### src/rtl/instr_fetch_if.sv
// Fetch-unit bundle: program load port, CPU-controller requests, fetched instruction.
// master = CPU/loader side, slave = instr_fetch.
interface instr_fetch_if;
   logic        start;
   logic        load_en;
   logic [4:0]  load_addr;
   logic [22:0] load_data;
   logic        inc_pc;
   logic        branch;
   logic [4:0]  branch_addr;
   logic [22:0] code;
   logic [4:0]  pc;
   logic        valid;
   logic        halted;

   modport master (
      output start, load_en, load_addr, load_data, inc_pc, branch, branch_addr,
      input  code, pc, valid, halted
   );

   modport slave (
      input  start, load_en, load_addr, load_data, inc_pc, branch, branch_addr,
      output code, pc, valid, halted
   );
endinterface

### src/rtl/instr_fetch.sv
// Instruction fetch with 32x23 program memory; request-to-valid latency 2 cycles (FETCH, HOLD).
// No backpressure: code is held in HOLD until inc_pc/branch; requests outside HOLD are dropped.
module instr_fetch (
   input  logic          clk,
   input  logic          rst,
   instr_fetch_if.slave  bus
);
   typedef enum logic [1:0] {IDLE, FETCH, HOLD, HALT} state_t;

   localparam logic [2:0] OP_HALT = 3'b111;

   state_t      state;
   logic [4:0]  pc;
   logic [22:0] ir;
   logic        valid;
   logic        halted;
   logic [22:0] mem [32];
   logic        load_ok;

   assign load_ok = bus.load_en && ((state == IDLE) || (state == HALT));

   // No reset on the array: program survives rst, but a write is never taken while rst is high.
   always_ff @(posedge clk) begin
      if (!rst && load_ok)
         mem[bus.load_addr] <= bus.load_data;
   end

   always_ff @(posedge clk or posedge rst) begin
      if (rst) begin
         state  <= IDLE;
         pc     <= 5'd0;
         ir     <= 23'd0;
         valid  <= 1'b0;
         halted <= 1'b0;
      end else begin
         case (state)
            IDLE: begin
               if (bus.start && !bus.load_en)
                  state <= FETCH;
            end
            FETCH: begin
               ir    <= mem[pc];
               valid <= 1'b1;
               state <= HOLD;
            end
            HOLD: begin
               // HALT opcode takes priority over any pending controller request.
               if (ir[22:20] == OP_HALT) begin
                  valid  <= 1'b0;
                  halted <= 1'b1;
                  state  <= HALT;
               end else if (bus.branch) begin
                  pc    <= bus.branch_addr;
                  valid <= 1'b0;
                  state <= FETCH;
               end else if (bus.inc_pc) begin
                  pc    <= pc + 5'd1;
                  valid <= 1'b0;
                  state <= FETCH;
               end
            end
            HALT: begin
               if (bus.start && !bus.load_en) begin
                  pc     <= 5'd0;
                  halted <= 1'b0;
                  state  <= FETCH;
               end
            end
            default: state <= IDLE;
         endcase
      end
   end

   // code mirrors the instruction register: zero after reset, last word while halted.
   assign bus.code   = ir;
   assign bus.pc     = pc;
   assign bus.valid  = valid;
   assign bus.halted = halted;
endmodule

### src/flat_wrapper.sv
// flat-port wrapper written by rule: the top's interface ports become plain ports
module instr_fetch_flat 
  (clk, rst, bus_start, bus_load_en, bus_load_addr, bus_load_data, bus_inc_pc, bus_branch, bus_branch_addr, bus_code, bus_pc, bus_valid, bus_halted);
  instr_fetch_if bus_i ();
  input  logic clk;
  input  logic rst;
  input wire logic [$bits(bus_i.start)-1:0] bus_start;
  input wire logic [$bits(bus_i.load_en)-1:0] bus_load_en;
  input wire logic [$bits(bus_i.load_addr)-1:0] bus_load_addr;
  input wire logic [$bits(bus_i.load_data)-1:0] bus_load_data;
  input wire logic [$bits(bus_i.inc_pc)-1:0] bus_inc_pc;
  input wire logic [$bits(bus_i.branch)-1:0] bus_branch;
  input wire logic [$bits(bus_i.branch_addr)-1:0] bus_branch_addr;
  output wire logic [$bits(bus_i.code)-1:0] bus_code;
  output wire logic [$bits(bus_i.pc)-1:0] bus_pc;
  output wire logic [$bits(bus_i.valid)-1:0] bus_valid;
  output wire logic [$bits(bus_i.halted)-1:0] bus_halted;
  assign bus_i.start = bus_start;
  assign bus_i.load_en = bus_load_en;
  assign bus_i.load_addr = bus_load_addr;
  assign bus_i.load_data = bus_load_data;
  assign bus_i.inc_pc = bus_inc_pc;
  assign bus_i.branch = bus_branch;
  assign bus_i.branch_addr = bus_branch_addr;
  assign bus_code = bus_i.code;
  assign bus_pc = bus_i.pc;
  assign bus_valid = bus_i.valid;
  assign bus_halted = bus_i.halted;
  instr_fetch u_core (.clk(clk), .rst(rst), .bus(bus_i));
endmodule
### config.mk
export PLATFORM = sky130hd
export DESIGN_NAME = instr_fetch_flat
export DESIGN_NICKNAME = d
export VERILOG_FILES = /design/src/rtl/instr_fetch_if.sv /design/src/rtl/instr_fetch.sv /design/src/flat_wrapper.sv
export SDC_FILE = /design/constraint.sdc
export NUM_CORES = 1
export LEC_CHECK = 0
export BUFFER_PORTS_ARGS = -buffer_cell sky130_fd_sc_hd__buf_2
export CAP_MARGIN = 10
export CORE_MARGIN = 3
export CORE_UTILIZATION = 25
export DETAILED_ROUTE_END_ITERATION = 12
export GPL_ROUTABILITY_DRIVEN = 0
export GPL_TIMING_DRIVEN = 0
export HOLD_SLACK_MARGIN = 0.02
export PLACE_DENSITY = 0.43
export SYNTH_ARGS = -nofsm -noshare
export SYNTH_HDL_FRONTEND = slang
export SYNTH_SLANG_ARGS = --single-unit
### constraint.sdc
create_clock -name clk -period 3.4 [get_ports clk]
set_input_delay 0.34 -clock clk [delete_from_list [all_inputs] [get_ports clk]]
set_output_delay 0.34 -clock clk [all_outputs]
set_load 0.05 [all_outputs]
==> out/summary.json, run 1 <==
{
  "finalNonFillerCells": {"value": 3350},
  "cts.path.max_buffers": {"value": 3},
  "routedWlPerCell": {"value": 26.17, "unit": "um"},
  "mappedNetlistArea": {"value": 29950, "unit": "um^2"},
  "fmax": {"value": 293.9, "unit": "MHz"},
  "place_inst": {"value": 3169},
  "layout-drive-gt1-share": {"value": 0.2438},
  "synth-edff-count": {"value": 736},
  "synth_top_cell_area_share": {"value": 0.7378},
  "tns": {"value": -0.003608, "unit": "ns"},
  "final_net_count": {"value": 1720},
  "grt-ovfl-total": {"value": 0},
  "synth_top_flop_cell": {"value": "sky130_fd_sc_hd__edfxtp_1"},
  "tritoncts.num_buffers": {"value": 83},
  "rsz0062_at_grt": {"value": "yes"},
  "final_max_slew_viol_count": {"value": 0},
  "vias": {"value": 15111},
  "timing_worst_slew_pin_value": {"value": 1.121, "unit": "ns"},
  "ir_drop": {"value": 0.0004040, "unit": "V"},
  "worstSetupEndpoint": {"value": "u_core.mem[4][9]$_DFFE_PP_"},
  "postSynthNetCount": {"value": 1522},
  "reg2reg_from": {"value": "u_core.state[0]$_DFFE_PP0P_"},
  "hold_path_startpoint": {"value": "bus_branch_addr[1]"},
  "period_needed": {"value": 3.403, "unit": "ns"},
  "grt_use_total": {"value": 0.1380},
  "grt_pass1_vias": {"value": 15751},
  "io_buffer_count": {"value": 68},
  "cts.clk_slew.worst_paths": {"value": 0.06, "unit": "ns"},
  "grt_pass1_wl": {"value": 121800, "unit": "um"},
  "clock_sink_count": {"value": 768},
  "synth_area_per_cell": {"value": 20.27, "unit": "um^2"},
  "path_class": {"value": "reg -> reg"},
  "floorplan.initialDensity": {"value": 0.2527},
  "startpoint_type": {"value": "flip-flop"},
  "hp-class": {"value": "in -> reg"},
  "drt-total-wl": {"value": 87660, "unit": "um"},
  "design.die.area": {"value": 124000, "unit": "um^2"},
  "drt_first_pass_iters": {"value": 5},
  "grt_max_degree": {"value": 33},
  "place.detailed.hpwl": {"value": 56360, "unit": "um"},
  "slew_headroom": {"value": 0.2529},
  "hold_violations": {"value": 0},
  "ys_async_sr_fraction": {"value": 0.04167},
  "synth_seq_cells": {"value": 768},
  "insertion_delay": {"value": 0.62, "unit": "ns"},
  "drt-initial-drc-count": {"value": 1235},
  "r2r_cells": {"value": 6},
  "areaGrowthSynthToFinish": {"value": 20.80, "unit": "%"},
  "path_max_fanout": {"value": 23},
  "power_leakage": {"value": 11.31, "unit": "nW"},
  "timing.critical_path.from": {"value": "u_core.state[0]$_DFFE_PP0P_"},
  "most_area_hungry_cell_type_in_the_yosys_netlist": {"value": "sky130_fd_sc_hd__edfxtp_1"},
  "ff2ff_setup_slack": {"value": -0.003, "unit": "ns"},
  "h-tree-depth": {"value": 3},
  "post_synth_inst_count": {"value": 1478},
  "finClkSkew": {"value": 0.01659, "unit": "ns"},
  "setup-violations-final": {"value": 2},
  "crit_required": {"value": 3.64, "unit": "ns"},
  "cap_violations": {"value": 0},
  "layout.filler_cells": {"value": 11627},
  "p_per_area": {"value": 740.1, "unit": "nW/um^2"},
  "smallest_setup_slack_after_layout": {"value": -0.003103, "unit": "ns"},
  "outcome": {"value": "complete, but fails checks"},
  "detailroute.wirelength.met2": {"value": 40530, "unit": "um"},
  "drc": {"value": 0},
  "synth_area_leaders": {"value": "sky130_fd_sc_hd__edfxtp_1, sky130_fd_sc_hd__mux2i_1, sky130_fd_sc_hd__mux4_2"},
  "holdPathStages": {"value": 3},
  "die_y": {"value": 352.1, "unit": "um"},
  "synth_warnings": {"value": 0},
  "die_w": {"value": 352.1, "unit": "um"},
  "antenna_found_initial": {"value": 10},
  "cp-end-kind": {"value": "flip-flop"},
  "synth-seq-area-share": {"value": 0.7646},
  "route.detailed.vias_per_inst": {"value": 4.511},
  "final.period_utilization": {"value": 1.001},
  "fp-row-count": {"value": 126},
  "failed_checks": {"value": "setup timing"},
  "ys_types": {"value": 51},
  "met1_length": {"value": 39860, "unit": "um"},
  "highest_signal_layer_in_the_routed_design": {"value": "met5"},
  "final_antenna_net_count": {"value": 0},
  "met3_length": {"value": 5095, "unit": "um"},
  "clock_tree_from_tritoncts": {"value": "built"},
  "floorplan.io_pins": {"value": 69},
  "rr_endpoint": {"value": "u_core.mem[4][9]$_DFFE_PP_"},
  "cts.root.buffer_cell": {"value": "sky130_fd_sc_hd__clkbuf_16"},
  "core": {"value": 118600, "unit": "um^2"},
  "timing.critical_path.arrival": {"value": 3.64, "unit": "ns"}
}
state kept, by name, indices dropped and copies added, names as in the netlist:
name / cells
u_core.bus.code: 23
u_core.bus.halted: 1
u_core.bus.pc: 5
u_core.bus.valid: 1
u_core.mem: 736
u_core.state: 2
cells by family (layout without fill, tap and decap cells):
family,Yosys count,in the layout,share of synthesized area
compound gates,174,174,0.04244
simple gates,131,134,0.02122
buf+inv,87,349,0.01967
flops,768,768,0.7646
fa+ha+maj,5,5,0.002089
mux,313,313,0.1500
other cells,0,7,0
how the worst min path moves through the flow:
stage | to | slack (ns)
final | u_core.bus.pc[1]$_DFFE_PP0P_ | 0.09
after global routing | u_core.bus.pc[1]$_DFFE_PP0P_ | 0.09
after CTS | u_core.bus.pc[1]$_DFFE_PP0P_ | 0.04
after detailed placement | u_core.bus.valid$_DFFE_PP0P_ | 0.27
after global placement | u_core.bus.valid$_DFFE_PP0P_ | 0.49
after floorplan | u_core.mem[0][0]$_DFFE_PP_ | 0.44
where the power goes:
| group | switching, W | total, W | internal, W |
|---|---|---|---|
| sequential | 0.000281 | 0.0109 | 0.0106 |
| combinational | 0.00434 | 0.00691 | 0.00257 |
| clock | 0.00368 | 0.00896 | 0.00529 |
| total | 0.00830 | 0.0268 | 0.0185 |
cell usage in the layout, fill, tap and decap left out, types with 11 or more instances in the layout:
| master | instances |
|---|---|
| sky130_fd_sc_hd__nor4_1 | 17 |
| sky130_fd_sc_hd__buf_4 | 25 |
| sky130_fd_sc_hd__a221oi_1 | 15 |
| sky130_fd_sc_hd__nor2_1 | 33 |
| sky130_fd_sc_hd__buf_12 | 16 |
| sky130_fd_sc_hd__a22o_1 | 14 |
| sky130_fd_sc_hd__buf_16 | 22 |
| sky130_fd_sc_hd__clkinv_2 | 11 |
| sky130_fd_sc_hd__mux2i_1 | 201 |
| sky130_fd_sc_hd__clkbuf_1 | 40 |
| sky130_fd_sc_hd__nor2_4 | 34 |
| sky130_fd_sc_hd__clkinv_1 | 11 |
| sky130_fd_sc_hd__buf_6 | 11 |
| sky130_fd_sc_hd__buf_2 | 94 |
| sky130_fd_sc_hd__mux4_1 | 19 |
| sky130_fd_sc_hd__mux4_2 | 83 |
| sky130_fd_sc_hd__a22oi_1 | 75 |
| sky130_fd_sc_hd__clkbuf_16 | 84 |
| sky130_fd_sc_hd__a21oi_1 | 38 |
| sky130_fd_sc_hd__dfrtp_1 | 32 |
| sky130_fd_sc_hd__edfxtp_1 | 736 |
final cells by class:
class | count | area (um^2) | area share
antenna | 7 | 17.52 | 0.0004841
buffer | 82 | 574.3 | 0.01587
clock buffer | 116 | 2272 | 0.06280
clock inverter | 36 | 406.6 | 0.01124
inverter | 5 | 18.77 | 0.0005187
multi-input combinational | 626 | 6741 | 0.1863
sequential | 768 | 22900 | 0.6329
tap | 1600 | 2002 | 0.05533
timing repair buffer | 110 | 1249 | 0.03451
critical path, stage by stage (launching register included):
cell	delay, ns
sky130_fd_sc_hd__dfrtp_1	0.42
sky130_fd_sc_hd__inv_1	0.06
sky130_fd_sc_hd__ha_1	0.37
sky130_fd_sc_hd__nand3b_1	0.40
sky130_fd_sc_hd__or3_1	0.47
sky130_fd_sc_hd__buf_1	0.42
sky130_fd_sc_hd__nor2_4	0.86
stage by stage:
step | util | setup slack, ns | hold slack (ns) | area (um^2) | total power, W
after CTS | 0.3027 | 0.0001015 | 0.04131 | 35880 | 0.02715
after global routing | 0.3051 | -0.2556 | 0.08758 | 36170 | 0.02791
after global placement | 0.2724 | -1.506 | 0.4902 | 32300 | 0.01804
final | 0.3052 | -0.003103 | 0.08632 | 36180 | 0.02678
after floorplan | - | 0.5977 | 0.4389 | 29950 | 0.01554
after detailed placement | 0.2797 | -0.06560 | 0.2725 | 33160 | 0.01813
cells in the mapped netlist, types with 2 or more instances:
master and number:
sky130_fd_sc_hd__or2_2 2, sky130_fd_sc_hd__buf_1 4, sky130_fd_sc_hd__nor2b_1 5, sky130_fd_sc_hd__nor4_1 17, sky130_fd_sc_hd__or3_1 2, sky130_fd_sc_hd__mux4_1 19, sky130_fd_sc_hd__nor2_1 65, sky130_fd_sc_hd__mux2i_1 201
sky130_fd_sc_hd__mux4_2 83, sky130_fd_sc_hd__edfxtp_1 736, sky130_fd_sc_hd__nand3_1 5, sky130_fd_sc_hd__buf_2 26, sky130_fd_sc_hd__inv_1 5, sky130_fd_sc_hd__o22ai_1 2, sky130_fd_sc_hd__buf_4 18, sky130_fd_sc_hd__ha_1 5
sky130_fd_sc_hd__a2111oi_1 7, sky130_fd_sc_hd__a221oi_1 15, sky130_fd_sc_hd__a32oi_1 2, sky130_fd_sc_hd__buf_6 11, sky130_fd_sc_hd__buf_12 4, sky130_fd_sc_hd__clkbuf_1 17, sky130_fd_sc_hd__a21oi_1 38, sky130_fd_sc_hd__nor3_1 2
sky130_fd_sc_hd__a22oi_1 75, sky130_fd_sc_hd__o21ai_0 5, sky130_fd_sc_hd__a211oi_1 2, sky130_fd_sc_hd__nand2b_1 10, sky130_fd_sc_hd__nand2_1 9, sky130_fd_sc_hd__a31oi_1 2, sky130_fd_sc_hd__mux2_2 10, sky130_fd_sc_hd__and3_1 2
sky130_fd_sc_hd__a22o_1 14, sky130_fd_sc_hd__o31ai_1 5, sky130_fd_sc_hd__dfrtp_1 32, sky130_fd_sc_hd__nand3b_1 6
metal layers:
metal | vias to the layer above | track usage
met3 | 112 | 0.03408
li1 | 6557 | -
met2 | 368 | 0.2183
met4 | 6 | 0.03725
met5 | - | 0
met1 | 8068 | 0.1892
what timing repair did:
action	4_1_cts	5_1_grt
endpoints found under the setup margin	76	333
cloned	0	3
hold buffers	1	0
resized for setup	2	9
hold endpoints to repair	32	0
pin swaps	4	13
setup buffers	2	16
Power figures use the tool's default switching activity.
==> run 2: changes to the inputs <==
Clock period 3.4 ns to 3.9 ns, I/O delays scaled along.
==> out/summary.json, run 2 (synthesis gave the netlist of run 1 again) <==
{
  "final.period_utilization": {"value": 0.8963, "change": "-0.1046"},
  "cp_slowest_stage_delay": {"value": 0.73, "unit": "ns", "change": "-0.13 ns"},
  "hold_path_startpoint": {"value": "bus_branch_addr[1]"},
  "final_max_slew_viol_count": {"value": 0, "change": "unchanged"},
  "tns": {"value": 0, "unit": "ns", "change": "+0.003608 ns"},
  "path_delay_family": {"value": "buffers and inverters"},
  "power_leakage": {"value": 11.16, "unit": "nW", "change": "-1.3%"},
  "hp-class": {"value": "in -> reg"},
  "layout.filler_cells": {"value": 11666, "change": "+0.34%"},
  "rr_endpoint": {"value": "u_core.bus.code[6]$_DFFE_PP0N_"},
  "die_y": {"value": 352.1, "unit": "um", "change": "unchanged"},
  "crit_path_frequent_cell": {"value": "sky130_fd_sc_hd__clkbuf_1"},
  "report.power.total": {"value": 0.02332, "unit": "W", "change": "-13%"},
  "cp-end-kind": {"value": "flip-flop"},
  "reg2reg_from": {"value": "u_core.state[1]$_DFFE_PP0P_"},
  "slew_headroom": {"value": 0.2033, "change": "-0.04967"},
  "cts.clk_slew.worst_paths": {"value": 0.06, "unit": "ns", "change": "about the same"},
  "io_buffer_count": {"value": 68, "change": "unchanged"},
  "placement.setup.worst_slack": {"value": 0.4344, "unit": "ns", "change": "+0.5000 ns"},
  "tritoncts.num_buffers": {"value": 83, "change": "unchanged"},
  "grt_use_total": {"value": 0.1381, "change": "about the same"},
  "floorplan.initialDensity": {"value": 0.2527, "change": "unchanged"},
  "grt_max_degree": {"value": 33, "change": "unchanged"},
  "ff2ff_setup_slack": {"value": 0.40, "unit": "ns", "change": "+0.41 ns"},
  "path_max_fanout": {"value": 10, "change": "-57%"},
  "die_w": {"value": 352.1, "unit": "um", "change": "unchanged"},
  "fp-row-count": {"value": 126, "change": "unchanged"},
  "crit_path_top_delay_cell": {"value": "sky130_fd_sc_hd__clkbuf_1"},
  "outcome": {"value": "finished clean"},
  "drt-initial-drc-count": {"value": 1391, "change": "+13%"},
  "grt-ovfl-total": {"value": 0, "change": "unchanged"},
  "route.detailed.vias_per_inst": {"value": 4.523, "change": "+0.26%"},
  "final_net_count": {"value": 1699, "change": "-1.2%"},
  "drt_first_pass_iters": {"value": 5, "change": "unchanged"},
  "path_class": {"value": "reg -> reg"},
  "hold_violations": {"value": 0, "change": "unchanged"},
  "areaGrowthSynthToFinish": {"value": 19.74, "unit": "%"},
  "cts_resized": {"value": 0, "change": "-2"},
  "crit_required": {"value": 4.38, "unit": "ns", "change": "+0.74 ns"},
  "layout-drive-gt1-share": {"value": 0.2311, "change": "-0.01271"},
  "cts_hold_repair_buffers": {"value": 1, "change": "unchanged"},
  "design.die.area": {"value": 124000, "unit": "um^2", "change": "unchanged"},
  "timing.critical_path.arrival": {"value": 3.98, "unit": "ns", "change": "+0.34 ns"},
  "hold-path-endpoint": {"value": "u_core.bus.pc[1]$_DFFE_PP0P_"},
  "grt_pass1_wl": {"value": 121800, "unit": "um", "change": "about the same"},
  "smallest_setup_slack_after_layout": {"value": 0.4045, "unit": "ns", "change": "+0.4076 ns"},
  "place.detailed.hpwl": {"value": 56360, "unit": "um", "change": "unchanged"},
  "finClkSkew": {"value": 0.01770, "unit": "ns", "change": "+0.001114 ns"},
  "fmax": {"value": 286.1, "unit": "MHz", "change": "-2.6%"},
  "cts.root.buffer_cell": {"value": "sky130_fd_sc_hd__clkbuf_16"},
  "period_needed": {"value": 3.496, "unit": "ns", "change": "+0.09242 ns"},
  "floorplan.io_pins": {"value": 69, "change": "unchanged"},
  "p_per_area": {"value": 650.3, "unit": "nW/um^2", "change": "-12%"},
  "clock_sink_count": {"value": 768, "change": "unchanged"},
  "drt-total-wl": {"value": 86920, "unit": "um", "change": "-0.84%"},
  "timing_worst_slew_pin_value": {"value": 1.195, "unit": "ns", "change": "+0.07450 ns"},
  "holdPathStages": {"value": 3, "change": "unchanged"},
  "antenna_found_initial": {"value": 10, "change": "unchanged"},
  "grt_pass1_vias": {"value": 15752, "change": "+0.0063%"},
  "r2r_cells": {"value": 8, "change": "+2"},
  "final_antenna_net_count": {"value": 0, "change": "unchanged"},
  "routedWlPerCell": {"value": 26.12, "unit": "um", "change": "-0.18%"},
  "cts_setup_buffers": {"value": 0, "change": "-2"},
  "regMostFlops": {"value": "u_core.mem"},
  "startpoint_type": {"value": "flip-flop"},
  "cap_violations": {"value": 0, "change": "unchanged"},
  "insertion_delay": {"value": 0.63, "unit": "ns", "change": "about the same"},
  "drc": {"value": 0, "change": "unchanged"},
  "mostFrequentLayoutCells": {"value": "sky130_fd_sc_hd__edfxtp_1, sky130_fd_sc_hd__mux2i_1, sky130_fd_sc_hd__buf_2"},
  "setup-violations-final": {"value": 0, "change": "-2"},
  "rsz0062_at_grt": {"value": "no"},
  "largest_register_ffs": {"value": 736, "change": "unchanged"},
  "crit_path_cell_trace": {"value": "inv_1 -> ha_1 -> clkbuf_1 -> nand2_1 -> nor2_1 -> clkbuf_1 -> a22o_1 -> nor4_1"},
  "mostFrequentLayoutCell": {"value": "sky130_fd_sc_hd__edfxtp_1"},
  "timing.critical_path.buf_inv": {"value": 3, "change": "+1"},
  "timing.critical_path.from": {"value": "u_core.state[1]$_DFFE_PP0P_"},
  "core": {"value": 118600, "unit": "um^2", "change": "unchanged"},
  "ir_drop": {"value": 0.0003527, "unit": "V", "change": "-13%"},
  "clock_tree_from_tritoncts": {"value": "built"},
  "h-tree-depth": {"value": 3, "change": "unchanged"},
  "cts.path.max_buffers": {"value": 3, "change": "unchanged"},
  "vias": {"value": 15051, "change": "-0.40%"}
}
==> run 2: changes by cell type in the layout (fill, tap and decap cells not counted) <==
cell / previous run / this run
sky130_fd_sc_hd__buf_12: 16 / 5
sky130_fd_sc_hd__clkbuf_1: 40 / 44
sky130_fd_sc_hd__nand2_1: 7 / 9
sky130_fd_sc_hd__buf_1: 5 / 4
sky130_fd_sc_hd__nand2_2: 2 / 0
sky130_fd_sc_hd__nor2_2: 2 / 1
sky130_fd_sc_hd__clkbuf_2: 3 / 0
sky130_fd_sc_hd__nand3_1: 4 / 5
sky130_fd_sc_hd__nand3_2: 1 / 0
sky130_fd_sc_hd__nor2_4: 34 / 32
sky130_fd_sc_hd__buf_4: 25 / 18
sky130_fd_sc_hd__diode_2: 7 / 6
==> run 2: metrics by stage <==
stage	area, um^2	util	std cells	hold slack [ns]
6_report	35870	0.3025	3328	0.1367
5_1_grt	35860	0.3025	3325	0.1376
4_1_cts	35850	0.3024	3322	0.09131
3_5_place_dp	33160	0.2797	3169	0.3225
3_3_place_gp	32300	0.2724	3146	0.4902
2_1_floorplan	29950	-	1478	0.4889
==> run 2: where the power goes <==
group / internal, W / switching, W
Clock: 0.00461 / 0.00320
Sequential: 0.00926 / 0.000244
Combinational: 0.00223 / 0.00378
Total: 0.0161 / 0.00722
==> run 2: final cells by class <==
class                   instances  area (um^2)  area share
repair buffers                 92        975.9     0.02721
inverters                       5        18.77   0.0005233
clock buffers                 116         2272     0.06335
well taps                    1600         2002     0.05582
multi-input cells             623         6703      0.1869
clock inverters                36        406.6     0.01134
flip-flops and latches        768        22900      0.6386
plain buffers                  82        570.5     0.01591
diodes                          6        15.01   0.0004186
==> run 2: how the worst max path moves through the flow <==
stage	endpoint	depth (start not counted)
2_1_floorplan	u_core.mem[12][0]$_DFFE_PP_	6
3_3_place_gp	u_core.mem[12][7]$_DFFE_PP_	6
4_1_cts	u_core.bus.code[6]$_DFFE_PP0N_	8
6_report	u_core.bus.code[6]$_DFFE_PP0N_	8
3_5_place_dp	u_core.bus.code[6]$_DFFE_PP0N_	8
5_1_grt	u_core.bus.code[6]$_DFFE_PP0N_	8
==> run 2: routing by layer <==
metal,wire (um),global-route usage,vias to the layer above,part of all wire
met5,28,0,-,0.00032
met2,40400,0.2187,370,0.46
li1,-,-,6522,-
met1,39310,0.1893,8045,0.45
met3,5215,0.03418,108,0.060
met4,1966,0.03633,6,0.023
==> run 2: worst reg2reg max path, stage by stage, from the launching register on <==
cell and delay [ns]:
sky130_fd_sc_hd__dfrtp_1 0.43, sky130_fd_sc_hd__inv_1 0.11, sky130_fd_sc_hd__ha_1 0.30, sky130_fd_sc_hd__clkbuf_1 0.57
sky130_fd_sc_hd__nand2_1 0.10, sky130_fd_sc_hd__nor2_1 0.50, sky130_fd_sc_hd__clkbuf_1 0.74, sky130_fd_sc_hd__a22o_1 0.51
sky130_fd_sc_hd__nor4_1 0.09
==> run 3: changes to the inputs <==
Settings changed: ABC_AREA set to 1, CORE_MARGIN 3 to 2.
==> out/summary.json, run 3 <==
{
  "cp-end-kind": {"value": "flip-flop"},
  "synth_adder_area_share": {"value": 0.001973, "change": "-0.0001155"},
  "ys_types": {"value": 23, "change": "-55%"},
  "slew_headroom": {"value": 0.2325, "change": "+0.02919"},
  "routedWlPerCell": {"value": 22.23, "unit": "um", "change": "-15%"},
  "layout.cell_area.non_filler": {"value": 37350, "unit": "um^2", "change": "+4.1%"},
  "detailed_place.area": {"value": 34670, "unit": "um^2", "change": "+4.5%"},
  "design.die.area": {"value": 129700, "unit": "um^2", "change": "+4.6%"},
  "final.period_utilization": {"value": 0.9517, "change": "+0.05539"},
  "tritoncts.num_buffers": {"value": 86, "change": "+3.6%"},
  "synth-edff-count": {"value": 736, "change": "unchanged"},
  "crit_required": {"value": 4.42, "unit": "ns", "change": "+0.04 ns"},
  "cts.root.buffer_cell": {"value": "sky130_fd_sc_hd__clkbuf_16"},
  "synth_area_per_cell": {"value": 10.98, "unit": "um^2", "change": "-46%"},
  "die_w": {"value": 360.1, "unit": "um", "change": "+2.3%"},
  "cts_resized": {"value": 0, "change": "unchanged"},
  "post_synth_inst_count": {"value": 2887, "change": "+95%"},
  "floorplan.initialDensity": {"value": 0.2522, "change": "-0.0004852"},
  "synth_warnings": {"value": 0, "change": "unchanged"},
  "cts.path.max_buffers": {"value": 3, "change": "unchanged"},
  "grt_max_degree": {"value": 33, "change": "unchanged"},
  "drt-initial-drc-count": {"value": 1952, "change": "+40%"},
  "cap_violations": {"value": 0, "change": "unchanged"},
  "postSynthNetCount": {"value": 2931, "change": "+93%"},
  "drt-total-wl": {"value": 106300, "unit": "um", "change": "+22%"},
  "layout.area.seq": {"value": 22900, "unit": "um^2", "change": "unchanged"},
  "place_inst": {"value": 4618, "change": "+46%"},
  "smallest_setup_slack_after_layout": {"value": 0.1885, "unit": "ns", "change": "-0.2160 ns"},
  "clock_tree_from_tritoncts": {"value": "built"},
  "synth_top_cell_area_share": {"value": 0.6971, "change": "-0.04079"},
  "hold-worst-slack": {"value": 0.07771, "unit": "ns", "change": "-0.05894 ns"},
  "finalNonFillerCells": {"value": 4781, "change": "+44%"},
  "synth_seq_cells": {"value": 768, "change": "unchanged"},
  "drc": {"value": 0, "change": "unchanged"},
  "final_core_utilization": {"value": 0.2971, "change": "-0.005443"},
  "yosys-mux-area-fraction": {"value": 0.0006314, "change": "-0.1494"},
  "place.detailed.hpwl": {"value": 70430, "unit": "um", "change": "+25%"},
  "timing_worst_slew_pin_value": {"value": 1.151, "unit": "ns", "change": "-0.04378 ns"},
  "layout.filler_cells": {"value": 12991, "change": "+11%"},
  "cts.clk_slew.worst_paths": {"value": 0.06, "unit": "ns", "change": "about the same"},
  "mappedNetlistArea": {"value": 31710, "unit": "um^2", "change": "+5.9%"},
  "xor_xnor_share_of_the_synthesized_area": {"value": 0.0002762, "change": "+0.0002762"},
  "core": {"value": 125700, "unit": "um^2", "change": "+6.1%"},
  "ys_async_sr_fraction": {"value": 0.04167, "change": "unchanged"},
  "regMostFlops": {"value": "u_core.mem"},
  "final_antenna_net_count": {"value": 0, "change": "unchanged"},
  "grt_pass1_wl": {"value": 150200, "unit": "um", "change": "+23%"},
  "final_net_count": {"value": 3101, "change": "+83%"},
  "grt-ovfl-total": {"value": 0, "change": "unchanged"},
  "most_area_hungry_cell_type_in_the_yosys_netlist": {"value": "sky130_fd_sc_hd__edfxtp_1"},
  "outcome": {"value": "finished clean"},
  "synth-seq-area-share": {"value": 0.7223, "change": "-0.04227"},
  "startpoint_type": {"value": "flip-flop"},
  "antenna_found_initial": {"value": 8, "change": "-2"},
  "floorplan.io_pins": {"value": 69, "change": "unchanged"},
  "vias": {"value": 21332, "change": "+42%"},
  "rsz0062_at_grt": {"value": "no"},
  "drt_first_pass_iters": {"value": 5, "change": "unchanged"},
  "clock_sink_count": {"value": 768, "change": "unchanged"},
  "areaGrowthSynthToFinish": {"value": 17.81, "unit": "%"},
  "layout-drive-gt1-share": {"value": 0.08818, "change": "-0.1429"},
  "p_per_area": {"value": 699.9, "unit": "nW/um^2", "change": "+7.6%"},
  "mostFrequentLayoutCells": {"value": "sky130_fd_sc_hd__nand2_1, sky130_fd_sc_hd__edfxtp_1, sky130_fd_sc_hd__nand3_1"},
  "final_max_slew_viol_count": {"value": 0, "change": "unchanged"},
  "synth_top_family_by_area": {"value": "simple AND/OR/NAND/NOR gates"},
  "die_y": {"value": 360.1, "unit": "um", "change": "+2.3%"},
  "synth_area_leaders": {"value": "sky130_fd_sc_hd__edfxtp_1, sky130_fd_sc_hd__nand2_1, sky130_fd_sc_hd__nand3_1"},
  "grt_use_total": {"value": 0.1611, "change": "+0.02308"},
  "insertion_delay": {"value": 0.66, "unit": "ns", "change": "+0.03 ns"},
  "hold_violations": {"value": 0, "change": "unchanged"},
  "setup-violations-final": {"value": 0, "change": "unchanged"},
  "most_common_cell_in_the_synthesized_netlist": {"value": "sky130_fd_sc_hd__nand2_1"},
  "timing.critical_path.arrival": {"value": 4.23, "unit": "ns", "change": "+0.25 ns"},
  "path_max_fanout": {"value": 10, "change": "unchanged"},
  "mostFrequentLayoutCell": {"value": "sky130_fd_sc_hd__nand2_1"},
  "path_class": {"value": "reg -> reg"},
  "power_leakage": {"value": 13.91, "unit": "nW", "change": "+25%"},
  "fmax": {"value": 269.4, "unit": "MHz", "change": "-5.8%"},
  "share_of_synthesized_cell_area_in_and_or_nand_and_nor_gates": {"value": 0.2035, "change": "+0.1823"},
  "hp-class": {"value": "in -> reg"},
  "finClkSkew": {"value": 0.03206, "unit": "ns", "change": "+0.01436 ns"},
  "fp-row-count": {"value": 130, "change": "+3.2%"},
  "largest_register_ffs": {"value": 736, "change": "unchanged"},
  "synth_top_flop_cell": {"value": "sky130_fd_sc_hd__edfxtp_1"},
  "io_buffer_count": {"value": 67, "change": "-1.5%"},
  "route.detailed.vias_per_inst": {"value": 4.462, "change": "-1.3%"},
  "period_needed": {"value": 3.712, "unit": "ns", "change": "+0.2160 ns"},
  "synth_compound_gate_area_share": {"value": 0.02727, "change": "-0.01517"},
  "placement.setup.worst_slack": {"value": 0.3722, "unit": "ns", "change": "-0.06219 ns"},
  "h-tree-depth": {"value": 3, "change": "unchanged"},
  "cts_setup_buffers": {"value": 0, "change": "unchanged"},
  "ir_drop": {"value": 0.0005726, "unit": "V", "change": "+62%"},
  "footprint_of_the_multi_input_gates": {"value": 7630, "unit": "um^2", "change": "+14%"},
  "grt_pass1_vias": {"value": 20477, "change": "+30%"},
  "synth_commonest_cells": {"value": "sky130_fd_sc_hd__nand2_1, sky130_fd_sc_hd__edfxtp_1, sky130_fd_sc_hd__nand3_1"}
}
[run 3: routing by layer]
| metal | wire (um) | share of wire | vias to the layer above | global-route usage |
|---|---|---|---|---|
| li1 | - | - | 10061 | - |
| met1 | 48540 | 0.46 | 10502 | 0.2242 |
| met2 | 48450 | 0.46 | 616 | 0.2585 |
| met3 | 6919 | 0.065 | 143 | 0.02865 |
| met4 | 2297 | 0.022 | 10 | 0.04136 |
| met5 | 65 | 0.00061 | - | 0 |
[run 3: worst max-delay path, cell delays in order, from the launching register on]
cell and delay [ns]:
sky130_fd_sc_hd__dfrtp_1 0.60, sky130_fd_sc_hd__clkinv_1 0.54, sky130_fd_sc_hd__nand2_1 0.85, sky130_fd_sc_hd__clkbuf_1 0.59
sky130_fd_sc_hd__a21oi_1 0.13, sky130_fd_sc_hd__nor2_1 0.33, sky130_fd_sc_hd__nand2_1 0.23, sky130_fd_sc_hd__nand3_1 0.22
sky130_fd_sc_hd__nand2_1 0.07
[run 3: cells by family (layout without fill, tap and decap cells)]
logic type,count (synthesis),after routing
AOI/OAI and AO/OA,171,171
xor gates and xnor gates,1,1
adders and majority gates,5,5
buffers and inverters,333,576
DFF,768,768
muxes,2,2
other,0,1
and+or+nand+nor,1607,1607
[run 3: final timing paths]
path                            slack [ns]  depth (start not counted)                         endpoint                           start
worst max-delay path                  0.19                          8  u_core.bus.code[13]$_DFFE_PP0N_    u_core.bus.pc[2]$_DFFE_PP0P_
worst min-delay path                  0.08                          3     u_core.bus.pc[1]$_DFFE_PP0P_              bus_branch_addr[1]
worst max register to register        0.19                          8  u_core.bus.code[13]$_DFFE_PP0N_    u_core.bus.pc[2]$_DFFE_PP0P_
worst min register to register        0.48                          2   u_core.bus.code[6]$_DFFE_PP0N_  u_core.bus.code[6]$_DFFE_PP0N_
max in group asynchronous             3.27                          4  u_core.bus.code[14]$_DFFE_PP0N_                             rst
min in group asynchronous             0.19                          3     u_core.bus.valid$_DFFE_PP0P_                             rst
[run 3: metrics by stage]
step,power [W],setup TNS [ns]
5_1_grt,0.02744,0
6_report,0.02614,0
2_1_floorplan,0.01464,0
3_5_place_dp,0.01849,0
3_3_place_gp,0.01845,-211.58
4_1_cts,0.02638,0
[run 3: area by class of cell]
type,instances,share of cell area
clock buffers,118,0.06338
well taps,1650,0.05527
diodes,1,0.00006699
repair buffers,82,0.01836
plain buffers,157,0.01966
multi-input cells,1786,0.2043
clock inverters,43,0.008207
flip-flops and latches,768,0.6131
inverters,176,0.01769
[run 3: power by group]
part	internal, W	total, W	switching (W)
Sequential	0.00927	0.00946	0.000190
Clock	0.00451	0.00788	0.00338
Combinational	0.00210	0.00880	0.00670
Total	0.0159	0.0261	0.0103
[run 3: timing repair]
item | CTS | global route
hold buffers | 1 | 0
setup endpoints to repair | 0 | 0
hold endpoints to repair | 32 | 0
